===== config.mk =====
export PLATFORM = sky130hd
export DESIGN_NAME = alu_op_issuer
export DESIGN_NICKNAME = d
export VERILOG_FILES = /design/src/rtl/alu_op_issuer.sv
export SDC_FILE = /design/constraint.sdc
export NUM_CORES = 1
export LEC_CHECK = 0
export CAP_MARGIN = 20
export CORE_UTILIZATION = 43
export CTS_BUF_LIST = sky130_fd_sc_hd__clkbuf_4
export DETAILED_ROUTE_END_ITERATION = 12
export PLACE_DENSITY_LB_ADDON = 0.05
export SLEW_MARGIN = 5
export SYNTH_ARGS = -nofsm -noshare
export SYNTH_HDL_FRONTEND = slang
export SYNTH_SLANG_ARGS = --single-unit

===== constraint.sdc =====
create_clock -name clk -period 2.4 [get_ports clk]
set_input_delay 0.24 -clock clk [delete_from_list [all_inputs] [get_ports clk]]
set_output_delay 0.24 -clock clk [all_outputs]
set_load 0.005 [all_outputs]

===== src/rtl/alu_op_issuer.sv =====
// Command-side issuer for the 4-bit ALU/shifter datapath: registers one operation onto
// the datapath, waits a settle window, then returns the captured Res/Of on a response channel.
module alu_op_issuer #(
  parameter int WIDTH  = 4,
  parameter int SETTLE = 1
) (
  input  logic             clk,
  input  logic             rst_n,
  input  logic             cmd_valid,
  output logic             cmd_ready,
  input  logic [3:0]       cmd_mode,
  input  logic [WIDTH-1:0] cmd_a,
  input  logic [WIDTH-1:0] cmd_b,
  input  logic             cmd_cin,
  input  logic             cmd_use_acc,
  output logic [WIDTH-1:0] alu_a,
  output logic [WIDTH-1:0] alu_b,
  output logic             alu_cin,
  output logic [3:0]       alu_mode,
  input  logic [WIDTH-1:0] alu_res,
  input  logic             alu_of,
  output logic             rsp_valid,
  input  logic             rsp_ready,
  output logic [WIDTH-1:0] rsp_res,
  output logic             rsp_of,
  output logic [WIDTH-1:0] acc,
  output logic             of_sticky,
  input  logic             clr_sticky
);

  typedef enum logic [1:0] {
    IDLE  = 2'd0,
    ISSUE = 2'd1,
    RESP  = 2'd2
  } state_t;

  localparam logic [3:0] CNT_LOAD = 4'(SETTLE - 1);

  state_t     state, state_nxt;
  logic [3:0] cnt;
  logic       live;
  logic       accept;
  logic       capture;
  logic       of_cap;

  // Shifter ops leave alu_of floating; the AND with a known 0 keeps X/Z out of the flags.
  function automatic logic mask_of(input logic shifter_op, input logic of_raw);
    mask_of = ~shifter_op & of_raw;
  endfunction

  assign of_cap    = mask_of(alu_mode[3], alu_of);
  assign cmd_ready = live && (state == IDLE);
  assign rsp_valid = (state == RESP);

  always_ff @(posedge clk or negedge rst_n) begin
    if (!rst_n) begin
      state <= IDLE;
      live  <= 1'b0;
      cnt   <= 4'd0;
    end else begin
      state <= state_nxt;
      live  <= 1'b1;
      if (accept) begin
        cnt <= CNT_LOAD;
      end else if (state == ISSUE && cnt != 4'd0) begin
        cnt <= cnt - 4'd1;
      end
    end
  end

  always_comb begin
    state_nxt = state;
    accept    = 1'b0;
    capture   = 1'b0;
    case (state)
      IDLE: begin
        if (cmd_valid && live) begin
          accept    = 1'b1;
          state_nxt = ISSUE;
        end
      end
      ISSUE: begin
        if (cnt == 4'd0) begin
          capture   = 1'b1;
          state_nxt = RESP;
        end
      end
      RESP: begin
        if (rsp_ready) begin
          state_nxt = IDLE;
        end
      end
      default: state_nxt = IDLE;
    endcase
  end

  // Datapath drive: operands change only on accept, so the datapath sees no glitches.
  always_ff @(posedge clk or negedge rst_n) begin
    if (!rst_n) begin
      alu_a    <= '0;
      alu_b    <= '0;
      alu_cin  <= 1'b0;
      alu_mode <= 4'd0;
    end else if (accept) begin
      alu_a    <= cmd_use_acc ? acc : cmd_a;
      alu_b    <= cmd_b;
      alu_cin  <= cmd_cin;
      alu_mode <= cmd_mode;
    end
  end

  // Capture stage: result, overflow and accumulator load together at the end of the settle window.
  always_ff @(posedge clk or negedge rst_n) begin
    if (!rst_n) begin
      rsp_res <= '0;
      rsp_of  <= 1'b0;
      acc     <= '0;
    end else if (capture) begin
      rsp_res <= alu_res;
      rsp_of  <= of_cap;
      acc     <= alu_res;
    end
  end

  always_ff @(posedge clk or negedge rst_n) begin
    if (!rst_n) begin
      of_sticky <= 1'b0;
    end else if (capture && of_cap) begin
      of_sticky <= 1'b1;
    end else if (clr_sticky) begin
      of_sticky <= 1'b0;
    end
  end

endmodule


# Word-level counts from Yosys, hierarchy flattened
# Index checks and enable logic that the tools add are counted.
# Widths: inputs -> output; s select.
op_classes:
  addsub: 1
  n_mul: 0
  div: 0
  order_cmp: 0
  n_eq_ne: 5
  shift: 0
  mux: 13
  bitwise: 2
  reduce_logical: 10
ops:
  columns: ["op", "count"]
  rows:
  - ["$mux 4", 3]
  - ["$mux 1", 6]
  - ["$mux 2", 3]
  - ["$ne 2x1->1 const B", 3]
  - ["$pmux 2 s3", 1]
  - ["$logic_and 1x1->1", 4]
  - ["$logic_not 4->1", 1]
  - ["$reduce_bool 2->1", 2]
  - ["$reduce_bool 4->1", 1]
  - ["$sub 4x1->4 const B", 1]
  - ["$reduce_and 3->1", 1]
  - ["$eq 2x1->1 const B", 1]
  - ["$eq 2x2->1 const B", 1]
  - ["$logic_not 2->1", 1]
  - ["$and 1x1->1", 1]
  - ["$not 1->1", 1]
totals:
  ff_bits: 26
  latch_bits: 0
  ram_bits: 0
  romBits: 0
  inputBits: 24
  output_inout_bits: 25
  word_cells: 41
  memories: 0

# Longest topological paths before layout
depth:
  word_depth: 5
  ltp_mapped: 5
  mapped_depth_nobuf: 5

# Worst setup path before layout
# No wires, ideal clock.
synth_timing:
  kind: "flip-flop to flip-flop"
  from: "register cnt[2]"
  to: "register acc[0]"
  setup_time_ns: 0.125
  t_arrival_ns: 1.575
  required_ns: 2.275
  path_slack_ns: 0.700
  stages_incl_launch_ff: 5
  n_path_buf: 1
  synth_period_minus_slack_ns: 1.700
  path_cell_list: "dfrtp_1 or3b_1 or3b_1 buf_6 mux2_4"
synth_via:
  elab_chain_cells: 3
synth_rtl:
  columns: ["element", "line", "source"]
  rows:
  - ["from (decl)", "40", "logic [3:0] cnt;"]
  - ["from (signal assigned)", "66", "cnt <= cnt - 4'd1;"]
  - ["$logic_not 4->1", "83", "if (cnt == 4'd0) begin"]
  - ["$mux 1", "83", null]
  - ["$mux 1", "75", "case (state)"]
  - ["to (signal assigned)", "121", "acc <= alu_res;"]
  - ["to (decl)", "26", "output logic [WIDTH-1:0] acc,"]
# Every way passes these cells.
# A chain may end at the register's enable or synchronous reset.

# Worst setup path after layout
layout_timing:
  from: "register cnt[2]"
  to: "register acc[3]"
# The elaborated chain is that of the path after synthesis.

==> flow_summary.toml <==
[die]
dieArea_um2 = 2936
initial_core_util = 0.4643
io_pins = 49
placementRows = 18
core_area_um2 = 2522
dieHeight_um = 54.19
fp.dieW_um = 54.19

[synthesis]
synthTopCellsByCount = "nand2_1, dfrtp_1, o21ai_0"
synth_area_leaders = "dfrtp_1, nand2_1, mux2_4"
ys_ff_latch = 26
synth-main-ff-cell = "dfrtp_1"
seq_area_frac_synth = 0.5556
async_flop_share = 1.000
synth_edf_count = 0
syn_inst = 111
yosysTopAreaCell = "dfrtp_1"
syn-cell-area_um2 = 1171
synth.most_common_cell = "nand2_1"
syn_nets = 137
avgSynthCellArea_um2 = 10.55
yosysWarningCount = 0
synth_cell_types = 25
yosysTopAreaCellShare = 0.5556

[place]
place_hpwl_um = 1848
dp.cells = 182
gp_congestion = 0.7744
dp_slack_ns = 0.5537
io_buffers = 48

[global_routing]
grt_pass1_wl_um = 3995
track_usage = 0.1950
grt_pass1_vias = 943
grt_max_degree = 27
grt_overflow_total = 0
grt_antenna_before_repair = 0

[cts]
cts_setup_buffers = 0
clk_pin_slew_ns = 0.14
cts_made_buffers = 3
hold_buffers = 0
cts_tree = "done"
cts_max_path_buffers = 2
insertion_delay_ns = 0.31
cts_sinks = 26
ctsHtreeMaxLevel = 1
cts-root-buf = "clkbuf_4"
cts_resized = 0

[run_status]
status = "finished clean"

[sta]
finalSetupTns_ns = 0
rsz0062_at_grt = "false"
period_minus_slack_ns = 1.862
max_freq_mhz = 537.2
hold_violations = 0
maxSlewViolCount = 0
setup_slack_ns = 0.5385
finalCritPeriodShare = 0.7756
setup_viol = 0
finClkSkew_ns = 0.003441

[route]
drt_pre_antenna_iters = 4
drt-total-wl_um = 2436
drc = 0
met2_wirelength_um = 1292
highest_layer = "met4"
dr.first_iter.drc_count = 6
dr_wl_met3_um = 135
wl_met1_um = 998
via_per_inst = 4.882
num_vias = 908
wl_per_cell_um = 13.10
drtAntennaViolNets = 0

[pwr]
irDropWorstVdd_mv = 0.6495
p_leak_nw = 0.7868
p_per_area_nw_per_um2 = 1124

[run]
drv_cap = 0

[final_layout]
fill_cells = 215
stdcell_count = 186
antenna_cells = 0
drive_above_1_share = 0.08333
nets = 183
synthToLayoutAreaGrowth_pct = 42.95

[critical_path]
crit_type = "reg -> reg"
worstPathMaxFanout = 7
cp_data_required_time_ns = 2.61
crit_arrival_ns = 2.08
cp-end-kind = "flip-flop"
cp-start-kind = "flip-flop"

[worst_hold_path]
hp-class = "in -> async"
[path summary, 6_finish.rpt]
kind	startpoint	endpoint	slack [ns]	depth (start not counted)
worst max-delay path	cnt[2]	acc[3]	0.54	3
worst min-delay path	rst_n	cnt[0]	0.27	2
worst max register to register	cnt[2]	acc[3]	0.54	3
worst min register to register	alu_cin	alu_cin	0.49	2
max in group asynchronous	rst_n	alu_mode[1]	1.89	2
min in group clk	cmd_mode[3]	alu_mode[3]	0.43	3
[per-layer routing]
metal	vias up	GRT usage
met1	429	0.2200
met5	-	0
met4	0	0.07692
li1	449	-
met2	28	0.3557
met3	2	0.03672
[cell families (layout without fill, tap and decap cells)]
kind of cell	count (synthesis)	count (layout)	share of synthesized area
AOI/OAI and AO/OA	14	14	0.07158
adders and majority gates	2	2	0.02136
buffers and inverters	15	60	0.06730
DFF	26	26	0.5556
muxes	9	9	0.09829
other	1	1	0.003202
and+or+nand+nor	44	44	0.1827
[per-stage QoR]
step	utilization	cell area, um^2	hold slack [ns]	total power, mW
6_report	0.6637	1674	0.2693	1.882
5_1_grt	0.6637	1674	0.3096	2.049
4_1_cts	0.6637	1674	0.2680	1.910
3_5_place_dp	0.6533	1648	0.4658	1.716
3_3_place_gp	0.6533	1648	0.4565	1.685
2_1_floorplan	-	1171	-0.05559	1.235
[cell type report]
class	count	area, um^2	share of cell area
timing repair buffer	50	495.5	0.2960
clock buffer	3	22.52	0.01345
sequential	26	650.6	0.3886
tap	30	37.54	0.02242
multi-input combinational	70	441.7	0.2638
inverter	6	22.52	0.01345
clock inverter	1	3.754	0.002242
[layout by cell type, fill, tap and decap left out, types with 3 or more instances in the layout]
cell type,Yosys,final
inv_1,6,6
mux2i_1,4,4
nand2_1,32,32
dfrtp_1,26,26
mux2_4,5,5
clkdlybuf4s50_1,0,48
clkbuf_4,0,3
o211ai_1,3,3
o21ai_0,8,8
[report_power, final]
group          internal, mW  switching (mW)  leakage [nW]  total (mW)
Combinational         0.590           0.323         0.448       0.913
Clock                0.0608           0.126        0.0154       0.187
Sequential            0.636           0.146         0.323       0.782
Total                  1.29           0.595         0.787        1.88
[worst max-delay path, stage by stage, from the launching register on]
cell     delay, ns
dfrtp_1       0.43
or3b_1        0.41
or3b_1        0.57
mux2_4        0.36
[flip-flops by register name (all words and copies together) (netlist names)]
register	cells
acc	4
alu_b	4
cnt	4
alu_a	4
live	1
rsp_of	1
state	2
alu_cin	1
alu_mode	4
of_sticky	1
Note: power is estimated with default switching activity, not from simulation.
